==> config.mk <==
export PLATFORM = sky130hd
export DESIGN_NAME = rcosc_rst_sequencer_flat
export DESIGN_NICKNAME = d
export VERILOG_FILES = /design/src/rtl/rcosc_rst_sequencer_if.sv /design/src/rtl/rcosc_rst_sequencer.sv /design/src/flat_wrapper.sv
export SDC_FILE = /design/constraint.sdc
export NUM_CORES = 1
export LEC_CHECK = 0
export BUFFER_PORTS_ARGS = -buffer_cell sky130_fd_sc_hd__buf_4
export CAP_MARGIN = 20
export CORE_MARGIN = 5
export CORE_UTILIZATION = 60
export DETAILED_ROUTE_END_ITERATION = 12
export GPL_TIMING_DRIVEN = 0
export PLACE_DENSITY_LB_ADDON = 0.05
export SLEW_MARGIN = 15
export SYNTH_ARGS = -nofsm -noshare
export SYNTH_HDL_FRONTEND = slang
export SYNTH_SLANG_ARGS = --single-unit
==> constraint.sdc <==
create_clock -name RCOSC_160MHZ_CLK_DIV -period 7.2 [get_ports RCOSC_160MHZ_CLK_DIV]
set_input_delay 0 -clock RCOSC_160MHZ_CLK_DIV [delete_from_list [all_inputs] [get_ports RCOSC_160MHZ_CLK_DIV]]
set_output_delay 0 -clock RCOSC_160MHZ_CLK_DIV [all_outputs]
set_load 0.01 [all_outputs]
==> src/rtl/rcosc_rst_sequencer_if.sv <==
// Control and status bundle for the RC-oscillator reset sequencer.
// The sequencer drives resets/status (master); the consumer side supplies
// lock and restart (slave).
interface rcosc_rst_sequencer_if #(
  parameter int unsigned NUM_STAGES = 4
);
  logic                  PLL_LOCK;
  logic                  REQ_RESTART;
  logic [NUM_STAGES-1:0] STAGE_RESET_N;
  logic                  SEQ_DONE;
  logic                  FAULT;
  logic                  LOCK_LOST;
  logic [2:0]            STATE;

  modport master (
    input  PLL_LOCK,
    input  REQ_RESTART,
    output STAGE_RESET_N,
    output SEQ_DONE,
    output FAULT,
    output LOCK_LOST,
    output STATE
  );

  modport slave (
    output PLL_LOCK,
    output REQ_RESTART,
    input  STAGE_RESET_N,
    input  SEQ_DONE,
    input  FAULT,
    input  LOCK_LOST,
    input  STATE
  );
endinterface

==> src/rtl/rcosc_rst_sequencer.sv <==
// Reset/start-up sequencer: waits for the RC oscillator to settle,
// qualifies the downstream lock, releases per-domain active-low resets in
// ascending order with a fixed gap, then supervises lock while running.
module rcosc_rst_sequencer #(
  parameter int unsigned NUM_STAGES    = 4,
  parameter int unsigned SETTLE_CYCLES = 1024,
  parameter int unsigned LOCK_FILTER   = 16,
  parameter int unsigned LOCK_TIMEOUT  = 65535,
  parameter int unsigned STAGE_GAP     = 64,
  parameter int unsigned CNT_W         = 16
) (
  input  logic                  RCOSC_160MHZ_CLK_DIV,
  input  logic                  RESET,
  rcosc_rst_sequencer_if.master bus
);

  typedef enum logic [2:0] {
    ST_IDLE      = 3'd0,
    ST_SETTLE    = 3'd1,
    ST_WAIT_LOCK = 3'd2,
    ST_RELEASE   = 3'd3,
    ST_RUN       = 3'd4,
    ST_FAULT     = 3'd5
  } state_t;

  localparam logic [CNT_W-1:0]      SETTLE_LAST = CNT_W'(SETTLE_CYCLES - 1);
  localparam logic [CNT_W-1:0]      FILTER_HIT  = CNT_W'(LOCK_FILTER);
  localparam logic [CNT_W-1:0]      TIMEOUT_HIT = CNT_W'(LOCK_TIMEOUT);
  localparam logic [CNT_W-1:0]      GAP_RELOAD  = CNT_W'(STAGE_GAP - 1);
  localparam logic [NUM_STAGES-1:0] FIRST_STAGE = NUM_STAGES'(1);

  state_t                state_q, state_d;
  logic [CNT_W-1:0]      cnt_q, cnt_d;       // settle / timeout / gap counter
  logic [CNT_W-1:0]      flt_q, flt_d;       // consecutive-lock filter
  logic [NUM_STAGES-1:0] rst_n_q, rst_n_d;
  logic                  seq_done_q, seq_done_d;
  logic                  fault_q, fault_d;
  logic                  lock_lost_q, lock_lost_d;
  logic                  restart;
  logic                  loss;

  function automatic logic [CNT_W-1:0] sat_inc(input logic [CNT_W-1:0] v);
    return (v == '1) ? v : v + CNT_W'(1);
  endfunction

  // Next-state, counter and output computation
  always_comb begin
    state_d     = state_q;
    cnt_d       = cnt_q;
    flt_d       = flt_q;
    rst_n_d     = rst_n_q;
    lock_lost_d = lock_lost_q;

    restart = bus.REQ_RESTART && (state_q != ST_IDLE);
    loss    = !bus.PLL_LOCK && ((state_q == ST_RELEASE) || (state_q == ST_RUN));

    // Restart and lock loss share one re-sequence path; the sticky flag is
    // recorded independently so a coincident restart cannot mask it.
    if (loss) lock_lost_d = 1'b1;

    if (restart || loss) begin
      state_d = ST_SETTLE;
      cnt_d   = '0;
      flt_d   = '0;
      rst_n_d = '0;
    end else begin
      unique case (state_q)
        ST_IDLE: begin
          state_d = ST_SETTLE;
          cnt_d   = '0;
          flt_d   = '0;
        end
        ST_SETTLE: begin
          if (cnt_q == SETTLE_LAST) begin
            state_d = ST_WAIT_LOCK;
            cnt_d   = '0;
            flt_d   = '0;
          end else begin
            cnt_d = sat_inc(cnt_q);
          end
        end
        ST_WAIT_LOCK: begin
          flt_d = bus.PLL_LOCK ? sat_inc(flt_q) : '0;
          cnt_d = sat_inc(cnt_q);
          if (flt_d == FILTER_HIT) begin
            state_d = ST_RELEASE;
            cnt_d   = '0;
            flt_d   = '0;
            rst_n_d = '0;
          end else if (cnt_d == TIMEOUT_HIT) begin
            state_d = ST_FAULT;
            cnt_d   = '0;
            flt_d   = '0;
          end
        end
        ST_RELEASE: begin
          // Gap counter counts down; at zero either release the next stage
          // (shift in a one) or, with every stage out, move to RUN.
          if (cnt_q == '0) begin
            if (rst_n_q[NUM_STAGES-1]) begin
              state_d = ST_RUN;
            end else begin
              rst_n_d = (rst_n_q << 1) | FIRST_STAGE;
              cnt_d   = GAP_RELOAD;
            end
          end else begin
            cnt_d = cnt_q - CNT_W'(1);
          end
        end
        ST_RUN: begin
          rst_n_d = '1;
        end
        ST_FAULT: begin
          rst_n_d = '0;
        end
        default: begin
          state_d = ST_IDLE;
          cnt_d   = '0;
          flt_d   = '0;
          rst_n_d = '0;
        end
      endcase
    end

    seq_done_d = (state_d == ST_RUN);
    fault_d    = (state_d == ST_FAULT);
  end

  // State, counters and registered outputs
  always_ff @(posedge RCOSC_160MHZ_CLK_DIV) begin
    if (RESET) begin
      state_q     <= ST_IDLE;
      cnt_q       <= '0;
      flt_q       <= '0;
      rst_n_q     <= '0;
      seq_done_q  <= 1'b0;
      fault_q     <= 1'b0;
      lock_lost_q <= 1'b0;
    end else begin
      state_q     <= state_d;
      cnt_q       <= cnt_d;
      flt_q       <= flt_d;
      rst_n_q     <= rst_n_d;
      seq_done_q  <= seq_done_d;
      fault_q     <= fault_d;
      lock_lost_q <= lock_lost_d;
    end
  end

  assign bus.STAGE_RESET_N = rst_n_q;
  assign bus.SEQ_DONE      = seq_done_q;
  assign bus.FAULT         = fault_q;
  assign bus.LOCK_LOST     = lock_lost_q;
  assign bus.STATE         = state_q;

endmodule

==> src/flat_wrapper.sv <==
// flat-port wrapper written by rule: the top's interface ports become plain ports
module rcosc_rst_sequencer_flat 
#(
  parameter int unsigned NUM_STAGES    = 4,
  parameter int unsigned SETTLE_CYCLES = 1024,
  parameter int unsigned LOCK_FILTER   = 16,
  parameter int unsigned LOCK_TIMEOUT  = 65535,
  parameter int unsigned STAGE_GAP     = 64,
  parameter int unsigned CNT_W         = 16
)
  (RCOSC_160MHZ_CLK_DIV, RESET, bus_PLL_LOCK, bus_REQ_RESTART, bus_STAGE_RESET_N, bus_SEQ_DONE, bus_FAULT, bus_LOCK_LOST, bus_STATE);
  rcosc_rst_sequencer_if #(.NUM_STAGES(NUM_STAGES)) bus_i ();
  input  logic RCOSC_160MHZ_CLK_DIV;
  input  logic RESET;
  input wire logic [$bits(bus_i.PLL_LOCK)-1:0] bus_PLL_LOCK;
  input wire logic [$bits(bus_i.REQ_RESTART)-1:0] bus_REQ_RESTART;
  output wire logic [$bits(bus_i.STAGE_RESET_N)-1:0] bus_STAGE_RESET_N;
  output wire logic [$bits(bus_i.SEQ_DONE)-1:0] bus_SEQ_DONE;
  output wire logic [$bits(bus_i.FAULT)-1:0] bus_FAULT;
  output wire logic [$bits(bus_i.LOCK_LOST)-1:0] bus_LOCK_LOST;
  output wire logic [$bits(bus_i.STATE)-1:0] bus_STATE;
  assign bus_i.PLL_LOCK = bus_PLL_LOCK;
  assign bus_i.REQ_RESTART = bus_REQ_RESTART;
  assign bus_STAGE_RESET_N = bus_i.STAGE_RESET_N;
  assign bus_SEQ_DONE = bus_i.SEQ_DONE;
  assign bus_FAULT = bus_i.FAULT;
  assign bus_LOCK_LOST = bus_i.LOCK_LOST;
  assign bus_STATE = bus_i.STATE;
  rcosc_rst_sequencer #(.NUM_STAGES(NUM_STAGES), .SETTLE_CYCLES(SETTLE_CYCLES), .LOCK_FILTER(LOCK_FILTER), .LOCK_TIMEOUT(LOCK_TIMEOUT), .STAGE_GAP(STAGE_GAP), .CNT_W(CNT_W)) u_core (.RCOSC_160MHZ_CLK_DIV(RCOSC_160MHZ_CLK_DIV), .RESET(RESET), .bus(bus_i));
endmodule
==> out/qor.txt <==
Vias in the first global route: 3,655
Worst hold start: RESET
Post-Syn Instances: 504
LEAKAGE: 1.418 nW
Gr usage total: 0.2850
Cell row count: 28
Min-delay worst type: in -> reg
Final Setup Violations: 0
Delay-heaviest family, CP: simple AND/OR/NAND/NOR gates
Clock transition at the registers of the reported paths: 0.08 ns
Ys flop type: dfxtp_1
RR Startpoint: u_core.flt_q[0]
WHS Path Cells: 3
Clock Skew: 0.008003 ns
FILL cells: 564
Yosys cell types: 63
Peak Freq: 280.4 MHz
Worst hold path endpoint: u_core.bus.STATE[0]
Net count after synthesis: 512
Most frequent cells in the layout: 55 x nor2_1, 50 x nand2_1, 46 x a21oi_1, 42 x dfxtp_1, 31 x nand3_1
Register area share after synthesis: 0.2382
Measured slew at the worst slew-check pin: 0.8880 ns
Core ar.: 5816 um2
Area grow syn2layout: 8.579%
Initial antenna violation count: 0
Dominant cell type by area after synthesis: dfxtp_1
Max rail drop VDD: 0.09804 mV
Crit path cell chain: ha_1, and3_1, buf_2, nand4_2, and3_1, mux2i_1, or3_1, a2111oi_4, o31ai_2, buf_2, nand2_1, a21oi_1
H-tree levels: 2
Hold Vio Cnt, Final: 0
Worst Setup Start Kind: register
Slowest-stage cell, CP: o31ai_2
Post-synth EDFFs: 0
Full die area: 7517 um2
R2R cell count: 12
Worst flop-to-flop path endpoint: u_core.cnt_q[10]
DR pass1 iterations: 6
CTS tree: yes
Gpl congestion: 0.9513
Synth top area share: 0.2382
CTS resizes: 0
WS Path Type: reg -> reg
Root buf cell: clkbuf_8
Routed via count: 4,011
Detail Route Antenna Nets: 0
Initial Utilization: 0.6069
Num CTS Buffers: 5
Die X: 86.70 um
Post-detail-place hpwl: 7719 um
Critical-path maximum fanout: 10
Largest net degree at the start of global routing: 13
Synth Warn #: 0
Die height: 86.70 um
PD cells: 145.0 nW/um2
Routed wire per std cell: 17.29 um
Commonest non-fill, non-tap cell in the layout: nor2_1
GR Overflow Total: 0
Top post-synthesis cells by area: dfxtp_1 24%, a21oi_1 6.5%, nor2_1 5.8%
Share of cells above drive strength 1: 0.1233
Final core utilization: 0.6590
Flop2flop setup slack: 3.63 ns
Max Cap Viol: 0
DRC: 0
Status: complete, no violations
RSZ-0062 raised after global routing: no
Final WL: 10,410 um
Port bufs: 13
Synth Area per Inst: 7.003 um2
Final WS setup: 3.634 ns
Final worst-path cycle share: 0.4953
Hold slack: 0.4039 ns
Setup TNS: 0 ns
#FFs+latches synth: 42
Crit end category: register
Fin crit period: 3.566 ns
Final Max Tran Viols: 0
CP Data Arrival Time: 3.77 ns
Worst skew pair latency: 0.30 ns
1st-iter DRT viols: 342
Worst slack, placed: 3.747 ns
Clock tree buffer depth: 2
Top Ports: 14
Post-synth ARST share: 0
Rel. slew slack: 0.3911
Layout Nets: 534
Critical path buffers and inverters: 2
Clock sinks: 42
Number of diodes: 0
First-pass GRT wire length: 17,550 um
Mapped cell area: 3530 um2
DR vias/cell: 6.663
Required time worst endpoint: 7.41 ns
Crit-path max cell delay: 0.69 ns
==> per-layer routing <==
metal / routed length (um) / global-route usage
met5: 0 / 0
met4: 291 / 0.1076
met3: 794 / 0.03897
met2: 5160 / 0.4979
met1: 4162 / 0.3536
==> logic make-up (layout without fill, tap and decap cells) <==
logic type,after synthesis,count (layout),synth area share
simple gates,248,248,0.3747
flops,42,42,0.2382
buf+inv,51,74,0.07125
mux,7,7,0.01985
xor+xnor,12,12,0.02978
fa+ha+maj,4,4,0.01418
compound gates,140,140,0.2520
==> synthesized netlist by cell type, drive strengths merged, types with 3 or more instances <==
library cell and count:
a211oi 8, a21oi 46, a22oi 3, a311oi 5, a31oi 15, and3 9
and4 7, buf 31, clkbuf 10, dfxtp 42, ha 4, inv 10
mux2i 7, nand2 50, nand2b 6, nand3 33, nand3b 4, nand4 13
nor2 56, nor2b 6, nor3 29, nor3b 3, nor4 15, o211ai 8
o21a 4, o21ai 30, or2 4, or3 5, or4 3, xnor2 7
xor2 5
==> area by class of cell <==
cell class,count,area (um2),share of cell area
Timing Repair Buffer,15,117.6,0.03069
Sequential cell,42,840.8,0.2194
Clock buffer,7,86.33,0.02253
Buffer,41,214.0,0.05583
Inverter,10,37.54,0.009794
Tap cell,75,93.84,0.02449
Multi-Input combinational cell,411,2437,0.6360
Clock inverter,1,5.005,0.001306
==> worst reg2reg max path: stages (launching register included) <==
cell	delay, ns
dfxtp_1	0.45
ha_1	0.33
and3_1	0.19
buf_2	0.17
nand4_2	0.28
and3_1	0.25
mux2i_1	0.21
or3_1	0.21
a2111oi_4	0.08
o31ai_2	0.69
buf_2	0.35
nand2_1	0.07
a21oi_1	0.20
==> per-stage QoR <==
step           total power, mW  instance area (um2)  std cells
6_report                0.5558                 3832        602
3_3_place_gp            0.3901                 3721        592
2_1_floorplan           0.3568                 3530        504
5_1_grt                 0.5834                 3832        602
3_5_place_dp            0.3917                 3721        592
4_1_cts                 0.5527                 3832        602
==> sequential cells by signal, indices dropped and copies added (netlist names) <==
register and flops:
u_core.flt_q 16, u_core.bus.LOCK_LOST 1, u_core.cnt_q 16, u_core.bus.SEQ_DONE 1, u_core.bus.STATE 3, u_core.bus.FAULT 1, u_core.bus.STAGE_RESET_N 4
==> power breakdown <==
| group | leakage (nW) | internal, mW | switching, mW | total (mW) |
|---|---|---|---|---|
| Clock | 0.0482 | 0.0775 | 0.0846 | 0.162 |
| Sequential | 0.339 | 0.236 | 0.00306 | 0.239 |
| Combinational | 1.03 | 0.0528 | 0.102 | 0.154 |
==> repair_timing <==
action / 4_1_cts / 5_1_grt
endpoints found under the hold margin: 3 / 0
hold buffers: 2 / 0
buffers inserted: 0 / 0
==> how the worst max path moves through the flow <==
| stage | end | cells past startpoint | startpoint |
|---|---|---|---|
| after floorplan | u_core.bus.STAGE_RESET_N[2] | 11 | u_core.flt_q[0] |
| after global placement | u_core.cnt_q[10] | 12 | u_core.flt_q[0] |
| after detailed placement | u_core.cnt_q[8] | 12 | u_core.flt_q[0] |
| after CTS | u_core.cnt_q[8] | 12 | u_core.flt_q[0] |
| after global routing | u_core.cnt_q[8] | 12 | u_core.flt_q[0] |
| final | u_core.cnt_q[10] | 12 | u_core.flt_q[0] |
Power figures use the tool's default switching activity.
